==> config.mk <==
export PLATFORM = sky130hd
export DESIGN_NAME = vga_timing_ctrl
export DESIGN_NICKNAME = d
export VERILOG_FILES = /design/src/rtl/vga_pkg.sv /design/src/rtl/vga_timing_ctrl_enable_gen.sv /design/src/rtl/vga_timing_ctrl.sv
export SDC_FILE = /design/constraint.sdc
export NUM_CORES = 1
export LEC_CHECK = 0
export BUFFER_PORTS_ARGS = -buffer_cell sky130_fd_sc_hd__buf_2
export CELL_PAD_IN_SITES_DETAIL_PLACEMENT = 0
export CELL_PAD_IN_SITES_GLOBAL_PLACEMENT = 1
export CORE_UTILIZATION = 42
export CTS_CLUSTER_SIZE = 28
export DETAILED_ROUTE_END_ITERATION = 10
export HOLD_SLACK_MARGIN = 0.08
export PLACE_DENSITY = 0.87
export REMOVE_ABC_BUFFERS = 1
export SKIP_LAST_GASP = 1
export SLEW_MARGIN = 20
export SYNTH_ARGS = -nofsm -noshare
export SYNTH_HDL_FRONTEND = slang
export SYNTH_SLANG_ARGS = --single-unit
==> constraint.sdc <==
create_clock -name clk -period 3.73 [get_ports clk]
set_input_delay 0.1865 -clock clk [delete_from_list [all_inputs] [get_ports clk]]
set_output_delay 0.1865 -clock clk [all_outputs]
set_load 0.005 [all_outputs]
==> src/rtl/vga_pkg.sv <==
// Purpose: shared definitions for the VGA raster timing controller.
// Latency: n/a (types, constants and a pure function only).
// Backpressure: none; the raster free-runs off the pixel enable.
// Contents: axis state encoding, 640x480@60 default timing, coordinate width,
//           and the next-state function used by both the horizontal and vertical axes.
package vga_pkg;

  localparam int COORD_W = 10;

  // 640x480@60 defaults
  localparam int H_ACTIVE_DEF = 640;
  localparam int H_FP_DEF     = 16;
  localparam int H_SYNC_DEF   = 96;
  localparam int H_BP_DEF     = 48;
  localparam int V_ACTIVE_DEF = 480;
  localparam int V_FP_DEF     = 10;
  localparam int V_SYNC_DEF   = 2;
  localparam int V_BP_DEF     = 33;

  typedef enum logic [1:0] {
    ST_ACTIVE = 2'd0,
    ST_FP     = 2'd1,
    ST_SYNC   = 2'd2,
    ST_BP     = 2'd3
  } axis_st_e;

  // Next state for one axis given its current state and the counter value it
  // is about to take. A segment is left exactly when the counter reaches its
  // end boundary, so the state always tracks the counter range it describes.
  // Every segment must be at least one unit long for this to hold.
  function automatic axis_st_e axis_next_state(
    input axis_st_e             st,
    input logic [COORD_W-1:0]   cnt_n,
    input int                   act,
    input int                   fp,
    input int                   sync
  );
    int       c;
    axis_st_e nxt;
    c   = int'(cnt_n);
    nxt = st;
    unique case (st)
      ST_ACTIVE: if (c == act)             nxt = ST_FP;
      ST_FP:     if (c == act + fp)        nxt = ST_SYNC;
      ST_SYNC:   if (c == act + fp + sync) nxt = ST_BP;
      default:   if (c == 0)               nxt = ST_ACTIVE;
    endcase
    return nxt;
  endfunction

endpackage

==> src/rtl/vga_timing_ctrl_enable_gen.sv <==
// Purpose: pixel-rate enable divider, one-clock pulse every 2^BIT_SIZE clocks.
// Latency: first pulse registered on the (2^BIT_SIZE - 1)-th edge after clear.
// Backpressure: none; free-running.
// Ports: clk, i_sclr (sync active-high clear, restarts the phase), o_en (registered pulse).
module enable_gen #(
  parameter int BIT_SIZE = 1
) (
  input  logic clk,
  input  logic i_sclr,
  output logic o_en
);

  if (BIT_SIZE == 0) begin : g_every
    logic en_q, en_d;

    always_comb begin
      en_d = 1'b1;
    end

    always_ff @(posedge clk) begin
      if (i_sclr) en_q <= 1'b0;
      else        en_q <= en_d;
    end

    assign o_en = en_q;
  end else begin : g_div
    logic [BIT_SIZE-1:0] cnt_q, cnt_d;
    logic                en_q, en_d;

    // Pulse is registered together with the count reaching all-ones.
    always_comb begin
      cnt_d = cnt_q + BIT_SIZE'(1);
      en_d  = &cnt_d;
    end

    always_ff @(posedge clk) begin
      if (i_sclr) begin
        cnt_q <= '0;
        en_q  <= 1'b0;
      end else begin
        cnt_q <= cnt_d;
        en_q  <= en_d;
      end
    end

    assign o_en = en_q;
  end

endmodule

==> src/rtl/vga_timing_ctrl.sv <==
// Purpose: VGA raster timing (syncs, data enable, x/y, frame strobe) advanced by a pixel enable.
// Latency: all outputs registered; they update on the edge where o_pix_en is sampled high.
// Backpressure: none; free-running raster. Optional VGA_TIMING_FRAME_CNT_EN adds o_frame_cnt.
// Ports: clk, i_sclr (sync active-high clear) -> o_pix_en, o_hsync/o_vsync (active low),
//        o_de, o_x, o_y, o_frame_start [, o_frame_cnt].
module vga_timing_ctrl
  import vga_pkg::*;
#(
  parameter int EN_BIT_SIZE = 1,
  parameter int H_ACTIVE    = H_ACTIVE_DEF,
  parameter int H_FP        = H_FP_DEF,
  parameter int H_SYNC      = H_SYNC_DEF,
  parameter int H_BP        = H_BP_DEF,
  parameter int V_ACTIVE    = V_ACTIVE_DEF,
  parameter int V_FP        = V_FP_DEF,
  parameter int V_SYNC      = V_SYNC_DEF,
  parameter int V_BP        = V_BP_DEF
) (
  input  logic               clk,
  input  logic               i_sclr,
  output logic               o_pix_en,
  output logic               o_hsync,
  output logic               o_vsync,
  output logic               o_de,
  output logic [COORD_W-1:0] o_x,
  output logic [COORD_W-1:0] o_y,
  output logic               o_frame_start
`ifdef VGA_TIMING_FRAME_CNT_EN
  ,
  output logic [7:0]         o_frame_cnt
`endif
);

  localparam int H_TOTAL = H_ACTIVE + H_FP + H_SYNC + H_BP;
  localparam int V_TOTAL = V_ACTIVE + V_FP + V_SYNC + V_BP;

  if (H_TOTAL > 1024 || V_TOTAL > 1024) begin : g_total_chk
    $error("vga_timing_ctrl: H_TOTAL and V_TOTAL must not exceed 1024");
  end

  localparam logic [COORD_W-1:0] H_LAST = COORD_W'(H_TOTAL - 1);
  localparam logic [COORD_W-1:0] V_LAST = COORD_W'(V_TOTAL - 1);

  logic pix_en;

  enable_gen #(
    .BIT_SIZE (EN_BIT_SIZE)
  ) u_enable_gen (
    .clk    (clk),
    .i_sclr (i_sclr),
    .o_en   (pix_en)
  );

  assign o_pix_en = pix_en;

  logic [COORD_W-1:0] x_q, x_d, y_q, y_d;
  axis_st_e           hst_q, hst_d, vst_q, vst_d;
  logic               hs_q, hs_d, vs_q, vs_d, de_q, de_d, fs_q, fs_d;
  logic               h_wrap, v_wrap;

  always_comb begin
    x_d    = x_q;
    y_d    = y_q;
    fs_d   = 1'b0;
    h_wrap = (x_q == H_LAST);
    v_wrap = (y_q == V_LAST);
    if (pix_en) begin
      x_d = h_wrap ? '0 : x_q + COORD_W'(1);
      // Vertical axis moves only on the pixel that ends a line.
      if (h_wrap) begin
        y_d  = v_wrap ? '0 : y_q + COORD_W'(1);
        fs_d = v_wrap;
      end
    end
    hst_d = axis_next_state(hst_q, x_d, H_ACTIVE, H_FP, H_SYNC);
    vst_d = axis_next_state(vst_q, y_d, V_ACTIVE, V_FP, V_SYNC);
    // Outputs are decoded from the next state so they register in step with it.
    hs_d  = (hst_d != ST_SYNC);
    vs_d  = (vst_d != ST_SYNC);
    de_d  = (hst_d == ST_ACTIVE) && (vst_d == ST_ACTIVE);
  end

  always_ff @(posedge clk) begin
    if (i_sclr) begin
      x_q   <= '0;
      y_q   <= '0;
      hst_q <= ST_ACTIVE;
      vst_q <= ST_ACTIVE;
      hs_q  <= 1'b1;
      vs_q  <= 1'b1;
      de_q  <= 1'b1;
      fs_q  <= 1'b0;
    end else begin
      x_q   <= x_d;
      y_q   <= y_d;
      hst_q <= hst_d;
      vst_q <= vst_d;
      hs_q  <= hs_d;
      vs_q  <= vs_d;
      de_q  <= de_d;
      fs_q  <= fs_d;
    end
  end

  assign o_x           = x_q;
  assign o_y           = y_q;
  assign o_hsync       = hs_q;
  assign o_vsync       = vs_q;
  assign o_de          = de_q;
  assign o_frame_start = fs_q;

`ifdef VGA_TIMING_FRAME_CNT_EN
  logic [7:0] fcnt_q, fcnt_d;

  // Counts on the same edge that registers the strobe, so the new count
  // appears together with o_frame_start; wraps naturally at 8 bits.
  always_comb begin
    fcnt_d = fs_d ? fcnt_q + 8'd1 : fcnt_q;
  end

  always_ff @(posedge clk) begin
    if (i_sclr) fcnt_q <= 8'd0;
    else        fcnt_q <= fcnt_d;
  end

  assign o_frame_cnt = fcnt_q;
`else
  // No frame counter in this build.
`endif

endmodule
# ---- Word level (Yosys, flattened, before mapping)
# Cells that the tools add are included.
dict set report totals {
  regBits 29
  latchBits 0
  mem_bits_rw 0
  romBits 0
  output_inout_bits 25
  mem_count 0
}
dict set report op_classes {
  n_addsub 3
  mul 0
  n_div 0
  n_lt_le_gt_ge 0
  n_eq_ne 14
  n_shift 0
  mux 15
  bitwise_logic 2
  reduce_logical 8
}
# cell count
set ops {}
lappend ops {{== test 10 bit, second input constant} 8}
lappend ops {{2-to-1 mux 10 bit} 5}
lappend ops {{adder 10 x 1 -> 10 bit, second input constant} 2}
lappend ops {{logical NOT 10 bit} 2}
lappend ops {{2-to-1 mux 2 bit} 8}
lappend ops {{one-hot mux 2 bit (3 select lines)} 2}
lappend ops {{logical NOT 2 bit} 4}
lappend ops {{== test 2 x 1 -> 1 bit, second input constant} 2}
lappend ops {{== test 2 bit, second input constant} 2}
lappend ops {{inequality test 2 bit, second input constant} 2}
lappend ops {{OR reduction 3 bit} 1}
lappend ops {{NOT 1 bit} 2}
lappend ops {{adder 1 bit, second input constant} 1}
lappend ops {{logical AND 1 bit} 1}

# ---- Logic depth before layout (Yosys ltp)
# Gate-level depths: netlist of run 1.
dict set report depth {
  depth_word 9
  mapped_depth 10
  ltp_nobuf 10
}

# ---- By module
# A second synthesis of run 1 with hierarchy kept.
dict set report unflattened {
  hier_cells 238
  hier_area_um2 1928.1
}
# module n_inst cells_each area_per_inst_um2 seq_area_each_um2
set by_module_without_submodules {}
lappend by_module_without_submodules {vga_timing_ctrl 1 236 1904.3 560.5}
lappend by_module_without_submodules {enable_gen 1 2 23.8 20.0}

# ---- Worst setup path before layout of run 1
# Ideal clock, no wire load.
dict set report synth_path {
  path_kind {register to register}
  startpoint {register x_q[0] (netlist: o_x[0])}
  endpoint {register de_q (netlist: o_de)}
  setup_ns 0.125
  arrival_time_ns 2.965
  setup_slack_ns 0.639
  stages_incl_launch_ff 10
  path_buffers 0
  cell_sequence {dfxtp_1 > ha_1 > nand2_1 > or4_4 > nor4_2 > o21ai_1 > or4_4 > or4b_4 > a221oi_2 > a211oi_1}
}
dict set report synth_between {
  elab_chain_len 8
}
# item line_no
set synth_lines {}
lappend synth_lines {{from (decl)} vga_timing_ctrl.sv:56} ;# logic [COORD_W-1:0] x_q, x_d, y_q, y_d;
lappend synth_lines {{from (signal assigned)} vga_timing_ctrl.sv:85} ;# x_q <= '0;
lappend synth_lines {{from (signal assigned)} vga_timing_ctrl.sv:94} ;# x_q <= x_d;
lappend synth_lines {{adder 10 x 1 -> 10 bit or == test 10 bit (tied branches)} {vga_timing_ctrl.sv:68, vga_timing_ctrl.sv:65}}
lappend synth_lines {{2-to-1 mux 10 bit (on tied branches)} {vga_timing_ctrl.sv:68, vga_timing_ctrl.sv:70}}
lappend synth_lines {{2-to-1 mux 10 bit} vga_timing_ctrl.sv:67} ;# if (pix_en) begin
lappend synth_lines {{== test 10 bit, or another cell as far along} vga_pkg.sv:45} ;# ST_SYNC: if (c == act + fp + sync) nxt = ST_BP;
lappend synth_lines {{2-to-1 mux 2 bit (on tied branches)} -}
lappend synth_lines {{one-hot mux 2 bit (3 select lines)} vga_pkg.sv:42} ;# unique case (st)
lappend synth_lines {{logical NOT 2 bit} vga_timing_ctrl.sv:80} ;# de_d = (hst_d == ST_ACTIVE) && (vst_d == ST_ACTIVE);
lappend synth_lines {{logical AND 1 bit (*)} vga_timing_ctrl.sv:80}
lappend synth_lines {{to (signal assigned)} vga_timing_ctrl.sv:91} ;# de_q <= 1'b1;
lappend synth_lines {{to (signal assigned)} vga_timing_ctrl.sv:100} ;# de_q <= de_d;
lappend synth_lines {{to (decl)} vga_timing_ctrl.sv:58} ;# logic hs_q, hs_d, vs_q, vs_d, de_q, de_d, fs_q, fs_d;
# Mark *: on every way between the ends. The rest lies on a longest branch, timed or not.
# A chain may end at the register's enable or synchronous reset.

# ---- Worst setup path after layout of run 1
# Ends and elaborated chain as after synthesis.

==> reports/results.ini, run 1 <==
[synth]
syn_area_um2=1750
synth_area_leaders=dfxtp_1, xnor2_1, nor3_1
yosysUniqueCellTypes=56
synth_edf_count=0
yosysSeqAreaShare_pct=33.3
ys.flop_type=dfxtp_1
yosysMostFrequentCell=dfxtp_1
synth_commonest_cells=dfxtp_1, nor2_1, nor3_1
avgSynthCellArea_um2=8.51
synth_top_area_share_pct=33.3
async_flop_share_pct=0
ys.warnings.count=0
ys_seq_elements=29
yosysTopAreaCell=dfxtp_1
syn_inst=205

[timing]
fin_setup_tns_ps=0
worst_pin_slew_ps=508
relSlewSlack_pct=66.1
setup_ws_ps=342
rsz0062_at_grt=false
period_minus_slack_ps=3390
setup_viol=0
period_share_pct=90.8
final_hold_viol_count=0
drv_slew=0
fmax_ghz=0.295
finClkSkew_ps=2.22

[grt]
grt_util_met3_pct=5.14
grt_pass1_wl_mm=6.44
grt_util_met2_pct=30.5
first_global_vias=1394
busiest_layer=met2
track_usage_pct=19.5
overflow=0
grt_antenna_before_repair=0
use_met1_pct=25.4
grt_start_max_net_pins=28

[clock_network]
insertion_delay_ps=280
clockBufferDepth=2
cts_buffers=5
cts_resized=0
path_clk_slew_ps=60
cts_post_setup_buffers_inserted=0
cts_sinks=29
tritoncts=built
root_buffer=clkbuf_8
cts_hold_buf=0
cts_max_level=2

[route]
routed_wl_mm=3.93
dr.pass1.iters=4
routed_via_density=5.67
postRouteAntennaNets=0
vias=1588
post_drt_wl_per_cell_um=14.0
drc=0
initialDrtViolationCount=132

[place]
port_buffers=26
pre_cts_ws_ps=372
gp_congestion=0.844
dp_hpwl_mm=2.79
dp.cells=272

[layout]
drive_above_1_share_pct=21.3
num-nets-final=234
finish.utilization_pct=49.8
area_delta_synth_final_pct=14.2
antenna_cells=0
stdcell_count=280

[critical_path]
critPathMaxFanout=12
max_stage_delay_ps=650
cp-start-kind=register
crit_top_cell=or4_4
crit_family=simple AND/OR/NAND/NOR gates
r2r_slack_ps=340
crit_type=reg2reg
cp_slowest_cell=or4_4
crit_chain=ha_1, nand2_1, or4_4, nor4_2, o21ai_1, or4_4, or4b_4, a221oi_2, a211oi_1
critPathBufInv=0
required_ps=3890
worstPathArrival_ps=3550
critPathCaptureType=register

[floorplan]
io_pins=27
core_area_um2=4000
rows=23
die_w_um=66.5
die_area_um2=4420
die_h_um=66.5
start_util_pct=43.6

[power_and_ir_drop]
p_total_uw=592
leakage_nw=0.730
p_per_area_nw_per_um2=297
worst_ir_drop_vdd_v=0.000183

[worst_hold_path]
hold_path.class=in2reg

[job]
drv_cap=0

[status]
run_status=finished clean

## kinds of logic (layout without fill, tap and decap cells)
family	Yosys count	in the layout	share of synthesized area (%)
AND/OR/NAND/NOR	100	100	35.8
AO/OA/AOI/OAI	36	36	14.6
flip-flops	29	29	33.3
XOR/XNOR	17	17	8.53
buffers and inverters	17	42	3.94
adder cells (fa/ha/maj)	3	3	2.15
multiplexers	3	3	1.72
## path summary, 6_finish.rpt
path             from                  endpoint  depth (start not counted)
max            o_x[0]                      o_de                          9
min            i_sclr  u_enable_gen.g_div.cnt_q                          2
max reg2reg    o_x[0]                      o_de                          9
min reg2reg  hst_q[0]                   o_hsync                          2
## metrics by stage
stage          instance area (um^2)  hold slack [ps]
4_1_cts                        1990              347
3_5_place_dp                   1910              527
6_report                       1990              349
3_3_place_gp                   1910              531
5_1_grt                        1990              371
2_1_floorplan                  1700              253
## sequential cells by signal (all words and copies together), names as in the netlist
register                  count
hst_q                         2
o_de                          1
o_frame_start                 1
o_hsync                       1
o_vsync                       1
o_x                          10
o_y                          10
u_enable_gen.g_div.cnt_q      1
vst_q                         2
## layout make-up
class / instances / area [um^2]
fillers: 402 / 2010
multi-input cells: 159 / 1100
flip-flops and latches: 29 / 581
repair buffers: 29 / 153
clock buffers: 6 / 72.6
well taps: 50 / 62.6
inverters: 5 / 18.8
clock inverters: 2 / 10.0
## where the power goes
part | total [mW] | switching, mW | internal, mW
Sequential | 0.317 | 0.00442 | 0.313
Combinational | 0.0269 | 0.0154 | 0.0115
Clock | 0.248 | 0.120 | 0.129
Total | 0.592 | 0.139 | 0.453
## layer usage
layer | up-vias | wire length, um
met2 | 42 | 1760
met4 | 0 | 46
li1 | 810 | -
met5 | - | 0
met3 | 5 | 224
met1 | 731 | 1900
## layout by cell type, fill, tap and decap left out, types with 2 or more instances in the layout
master,count
a21o_1,2
ha_1,3
nor3_1,16
and3_1,5
o21ai_1,2
nand2_1,10
nor3b_1,2
nor4_1,4
nand4_1,5
clkinv_2,2
a2111oi_0,3
xor2_1,5
nor2_1,18
a211oi_1,2
or4_4,2
a21boi_0,2
xnor2_1,12
buf_2,26
nand2b_1,2
o21ai_0,3
nand3_1,12
a311oi_1,3
or3_1,2
dfxtp_1,29
inv_1,5
mux2i_1,3
clkbuf_8,5
or3b_2,4
nor2b_1,2
a21oi_1,9
buf_4,3
and2_1,2
Power figures use the tool's default switching activity.
==> run 2, diff against run 1 <==
--- a/config.mk
+++ b/config.mk
@@ -8,12 +8,12 @@
 export BUFFER_PORTS_ARGS = -buffer_cell sky130_fd_sc_hd__buf_2
 export CELL_PAD_IN_SITES_DETAIL_PLACEMENT = 0
 export CELL_PAD_IN_SITES_GLOBAL_PLACEMENT = 1
+export CORE_MARGIN = 3
 export CORE_UTILIZATION = 42
 export CTS_CLUSTER_SIZE = 28
 export DETAILED_ROUTE_END_ITERATION = 10
 export HOLD_SLACK_MARGIN = 0.08
 export PLACE_DENSITY = 0.87
-export REMOVE_ABC_BUFFERS = 1
 export SKIP_LAST_GASP = 1
 export SLEW_MARGIN = 20
 export SYNTH_ARGS = -nofsm -noshare
==> run 2 against run 1 <==
Wire length increased by 4.9%. Core utilization rose by 2.1 points. Highest routed layer unchanged. Global-route usage is 1.6 points lower. Total power is 0.41% higher. Die area grew 12%. Critical path depth stayed put. Largest cell class unchanged. Critical path type unchanged. Largest power group unchanged. Via count is 0.44% higher. Non-clock buffer count stayed put.
==> reports/results.ini, run 2 (same netlist as run 1, synthesis figures left out) <==
[status]
run_status=finished clean

[power_and_ir_drop]
p_total_uw=595  ; +0.41%
leakage_nw=0.724  ; -0.75%
worst_ir_drop_vdd_v=0.000123  ; -32%
p_per_area_nw_per_um2=299  ; +0.66%

[critical_path]
cp_slowest_cell=or4_4
critPathCaptureType=register
crit_family=simple AND/OR/NAND/NOR gates
crit_chain=ha_1, nand2_1, or4_4, nor4_2, o21ai_1, or4_4, or4b_4, a221oi_2, a211oi_1
path_depth=9  ; unchanged
critPathMaxFanout=12  ; unchanged
worstPathArrival_ps=3570  ; +20 ps
r2r_slack_ps=320  ; -20 ps
max_stage_delay_ps=640  ; about the same
required_ps=3900  ; about the same
critPathBufInv=0  ; unchanged
crit_type=reg2reg
crit_top_cell=or4_4
rr_worst_depth=9  ; unchanged
cp-start-kind=register

[clock_network]
root_buffer=clkbuf_8
cts_sinks=29  ; unchanged
insertion_delay_ps=280  ; about the same
cts_buffers=5  ; unchanged
clockBufferDepth=2  ; unchanged
cts_hold_buf=0  ; unchanged
cts_post_setup_buffers_inserted=0  ; unchanged
path_clk_slew_ps=60  ; about the same
tritoncts=built
cts_resized=0  ; unchanged
cts_max_level=2  ; unchanged

[floorplan]
rows=22  ; -4.3%
start_util_pct=45.6  ; +2.0 points
die_w_um=70.5  ; +6.0%
die_area_um2=4970  ; +12%
die_h_um=70.5  ; +6.0%
core_area_um2=3830  ; -4.3%
io_pins=27  ; unchanged

[place]
port_buffers=26  ; unchanged
pre_cts_ws_ps=365  ; -7.05 ps
dp_hpwl_mm=2.93  ; +5.0%
gp_congestion=0.884  ; +4.7%
dpl-instance-area_um2=1910  ; -0.13%

[timing]
final_hold_viol_count=0  ; unchanged
setup_ws_ps=323  ; -18.2 ps
worst_pin_slew_ps=522  ; +13.1 ps
setup_viol=0  ; unchanged
period_share_pct=91.3  ; +0.49 points
period_minus_slack_ps=3410  ; +18.2 ps
finClkSkew_ps=5.09  ; +2.87 ps
fmax_ghz=0.294  ; -0.54%
relSlewSlack_pct=65.2  ; -0.87 points
drv_slew=0  ; unchanged
fin_setup_tns_ps=0  ; unchanged
rsz0062_at_grt=false

[job]
drv_cap=0  ; unchanged

[layout]
num-nets-final=234  ; unchanged
mostFrequentLayoutCells=dfxtp_1, buf_2, nor2_1
final_area_um2=1990  ; -0.25%
drive_above_1_share_pct=20.4  ; -0.87 points
area_delta_synth_final_pct=13.9
layout.cells.most_common=dfxtp_1
antenna_cells=0  ; unchanged

[route]
dr.pass1.iters=5  ; +1
routed_wl_mm=4.12  ; +4.9%
initialDrtViolationCount=102  ; -23%
vias=1595  ; +0.44%
postRouteAntennaNets=0  ; unchanged
post_drt_wl_per_cell_um=14.8  ; +5.7%
drc=0  ; unchanged
routed_via_density=5.74  ; +1.2%

[grt]
track_usage_pct=17.8  ; -1.6 points
first_global_vias=1477  ; +6.0%
grt_start_max_net_pins=28  ; unchanged
grt_pass1_wl_mm=7.11  ; +10%
overflow=0  ; unchanged
grt_antenna_before_repair=0  ; unchanged

[synth]
syn_nets=210

[worst_hold_path]
whs_path_depth=2  ; unchanged
hold_path.class=in2reg

run 2: cell count changes in the layout (fill, tap and decap cells not counted), sizes merged:
cell / previous run / this run
clkbuf: 6 / 8
clkinv: 2 / 0
run 2: path summary, 6_finish.rpt:
kind,start,to
max,o_x[0],o_de
min,i_sclr,o_x[7]
max reg2reg,o_x[0],o_de
min reg2reg,hst_q[0],o_hsync
run 2: final cells by class:
| type | instances | area, um^2 |
|---|---|---|
| fillers | 373 | 1840 |
| multi-input cells | 159 | 1100 |
| repair buffers | 29 | 153 |
| flip-flops and latches | 29 | 581 |
| inverters | 5 | 18.8 |
| well taps | 48 | 60.1 |
| clock buffers | 8 | 80.1 |
run 2: report_power, final:
| group | internal (mW) | switching [mW] | total (mW) |
|---|---|---|---|
| clock network | 0.132 | 0.118 | 0.251 |
| registers | 0.313 | 0.00423 | 0.317 |
| logic | 0.0114 | 0.0158 | 0.0272 |
run 2: metrics by stage:
stage                     std cells  hold WS, ps  util [%]
after CTS                       278          355      52.0
after detailed placement        270          529      49.9
final                           278          358      52.0
after floorplan                 205          471         -
after global routing            278          387      52.0
after global placement          270          526      49.9
run 2: per-layer routing:
| metal | share of wire (%) | GRT usage, % |
|---|---|---|
| met1 | 47 | 24.9 |
| met2 | 44 | 25.4 |
| met3 | 6.9 | 5.32 |
| met4 | 1.6 | 7.23 |
| met5 | 0 | 0 |
==> run 3, diff against run 2 <==
--- a/config.mk
+++ b/config.mk
@@ -5,11 +5,12 @@
 export SDC_FILE = /design/constraint.sdc
 export NUM_CORES = 1
 export LEC_CHECK = 0
+export ABC_AREA = 1
 export BUFFER_PORTS_ARGS = -buffer_cell sky130_fd_sc_hd__buf_2
 export CELL_PAD_IN_SITES_DETAIL_PLACEMENT = 0
 export CELL_PAD_IN_SITES_GLOBAL_PLACEMENT = 1
-export CORE_MARGIN = 3
-export CORE_UTILIZATION = 42
+export CORE_MARGIN = 1.5
+export CORE_UTILIZATION = 39
 export CTS_CLUSTER_SIZE = 28
 export DETAILED_ROUTE_END_ITERATION = 10
 export HOLD_SLACK_MARGIN = 0.08
==> run 3 against run 2 <==
Fmax grew 41%. Total power grew 0.87%. Sequential power about the same. Largest cell class unchanged. First-iteration DRC count down 9.8%. Synthesized cell count increased by 55%. Critical endpoint is now o_vsync. Clock skew grew 0.57 ps. Worst setup slack improved by 990 ps. Core utilization is 5.9 points lower. Final cell count increased by 48%. Synthesized area increased by 11%. Die area is 8.8% higher. Critical path type unchanged.
==> reports/results.ini, run 3 <==
[status]
run_status=finished clean

[synth]
muxShareOfSynthArea_pct=0  ; -1.7 points
syn_area_um2=1940  ; +11%
synth_top_family_by_area=simple AND/OR/NAND/NOR gates
synth_area_leaders=dfxtp_1, nand2_1, nor2_1
yosysMostFrequentCell=nand2_1
avgSynthCellArea_um2=6.09  ; -28%
synth_simple_gate_area_share_pct=50.5  ; +15 points
yosysSeqAreaShare_pct=30.0  ; -3.3 points
async_flop_share_pct=0  ; unchanged
synth_top_area_share_pct=30.0  ; -3.3 points
synth_fa_ha_area_share_pct=1.94  ; -0.21 points
syn_inst=318  ; +55%
synth_commonest_cells=nand2_1, nor2_1, inv_1
ys_seq_elements=29  ; unchanged
synth_edf_count=0  ; unchanged
syn_nets=323  ; +54%
synthXorXnorAreaFrac_pct=0.452  ; -8.1 points
synth-compound-area-share_pct=5.75  ; -8.9 points
ys.flop_type=dfxtp_1
yosysUniqueCellTypes=28  ; -50%
ys.warnings.count=0  ; unchanged
yosysTopAreaCell=dfxtp_1

[clock_network]
cts_sinks=29  ; unchanged
cts_max_level=2  ; unchanged
cts_post_setup_buffers_inserted=0  ; unchanged
cts_resized=0  ; unchanged
insertion_delay_ps=280  ; about the same
tritoncts=built
clockBufferDepth=2  ; unchanged
cts_hold_buf=0  ; unchanged
cts_buffers=5  ; unchanged
root_buffer=clkbuf_8
path_clk_slew_ps=60  ; about the same

[layout]
antenna_cells=0  ; unchanged
finish.utilization_pct=46.0  ; -5.9 points
seqCellArea_um2=581  ; unchanged
area_delta_synth_final_pct=12.9
mostFrequentLayoutCells=nand2_1, nor2_1, inv_1
num-nets-final=350  ; +50%
nFillCells=541  ; +45%
layout.cells.most_common=nand2_1
drive_above_1_share_pct=17.4  ; -3.0 points
multi_input_area_um2=1140  ; +3.8%

[power_and_ir_drop]
leakage_nw=1.08  ; +49%
pwr-share-comb_pct=3.9  ; -0.7 points
power.share.sequential_pct=53.0  ; -0.3 points
p_int_uw=466  ; +2.2%
p_clk_share_pct=43.1  ; +1.0 points
swShare_pct=22.3  ; -0.98 points
p_total_uw=600  ; +0.87%
power.switching_uw=134  ; -3.4%
worst_ir_drop_vdd_v=0.000161  ; +30%
p_per_area_nw_per_um2=274  ; -8.4%

[route]
routed_wl_mm=4.43  ; +7.5%
post_drt_wl_per_cell_um=10.8  ; -27%
routed_via_density=4.71  ; -18%
vias=1941  ; +22%
postRouteAntennaNets=0  ; unchanged
dr.pass1.iters=6  ; +1
initialDrtViolationCount=92  ; -9.8%
drc=0  ; unchanged

[critical_path]
reg2reg_from=o_x[0]
cp-start-kind=register
critPathMaxFanout=17  ; +5
required_ps=3890  ; about the same
rr_worst_depth=14  ; +5
crit_type=reg2reg
critPathCaptureType=register
worstPathArrival_ps=2580  ; -990 ps
r2r_slack_ps=1320  ; +990 ps
rr_endpoint=o_vsync

[timing]
rsz0062_at_grt=false
setup_viol=0  ; unchanged
period_minus_slack_ps=2410  ; -993 ps
fmax_ghz=0.414  ; +41%
final_hold_viol_count=0  ; unchanged
finClkSkew_ps=5.66  ; +0.567 ps
fin_setup_tns_ps=0  ; unchanged
drv_slew=0  ; unchanged
worst_pin_slew_ps=544  ; +22.5 ps
holdWs_ps=379  ; +20.9 ps
relSlewSlack_pct=63.7  ; -1.5 points
period_share_pct=64.7  ; -27 points

[worst_hold_path]
min_from=i_sclr
whs_path_depth=2  ; unchanged
whs_endpoint=u_enable_gen.g_div.cnt_q
hold_path.class=in2reg

[floorplan]
io_pins=27  ; unchanged
start_util_pct=40.8  ; -4.9 points
rows=25  ; +14%
core_area_um2=4750  ; +24%
die_h_um=73.5  ; +4.3%
die_w_um=73.5  ; +4.3%
die_area_um2=5400  ; +8.8%

[grt]
first_global_vias=1729  ; +17%
track_usage_pct=18.2  ; +0.34 points
grt_antenna_before_repair=0  ; unchanged
grt_pass1_wl_mm=7.62  ; +7.1%
grt_start_max_net_pins=28  ; unchanged
overflow=0  ; unchanged

[place]
dp_hpwl_mm=3.34  ; +14%
port_buffers=26  ; unchanged
gp_congestion=0.825  ; -6.7%

[job]
drv_cap=0  ; unchanged

[run 3: power groups by stage]
stage                     Combinational (mW)  Clock (mW)  Sequential (mW)
after floorplan                       0.0187           0            0.322
after global placement                0.0235           0            0.324
after detailed placement              0.0230           0            0.324
after CTS                             0.0233       0.268            0.318
after global routing                  0.0270       0.281            0.318
final                                 0.0235       0.259            0.318
[run 3: layout make-up]
class	instances	share of cell area, %
repair buffers	26	5.95
flip-flops and latches	29	26.5
well taps	67	3.83
inverters	45	7.78
multi-input cells	238	52.0
clock buffers	7	3.95
[run 3: worst max path at each step]
stage / from / to / depth (start not counted)
floorplan: o_x[0] / o_de / 14
global placement: o_x[0] / vst_q[0] / 14
detailed placement: o_x[0] / o_vsync / 14
CTS: o_x[0] / o_vsync / 14
global route: o_x[0] / o_de / 16
finish: o_x[0] / o_vsync / 14
[run 3: logic make-up after synthesis]
kind of cell | Yosys count
AOI/OAI and AO/OA | 17
DFF | 29
and+or+nand+nor | 217
xor gates and xnor gates | 1
adders and majority gates | 3
buffers and inverters | 51
[run 3: critical path, cell delays in order (launching register included)]
cell	delay, ps
dfxtp_1	400
ha_1	240
nand2_2	110
nor2_8	150
nand3_4	230
clkinv_2	260
nand2_1	90
o21ai_0	180
nand2_1	100
nor2_1	140
nand3_1	110
nand2_1	70
nand2_1	70
nor2_2	90
nand2_1	60
[run 3: layer usage]
layer / vias up / part of all wire, % / GRT usage (%)
met5: - / 0 / 0
met4: 0 / 1.4 / 7.00
met3: 8 / 4.5 / 4.25
met2: 43 / 42 / 26.6
met1: 848 / 52 / 25.7
li1: 1042 / - / -
[run 3: per-stage QoR]
stage,setup slack (ps),area (um^2),std cells
finish,1320,2190,412
global route,1010,2190,412
floorplan,1800,1940,318
detailed placement,1330,2100,405
CTS,1300,2190,412
global placement,1420,2100,405
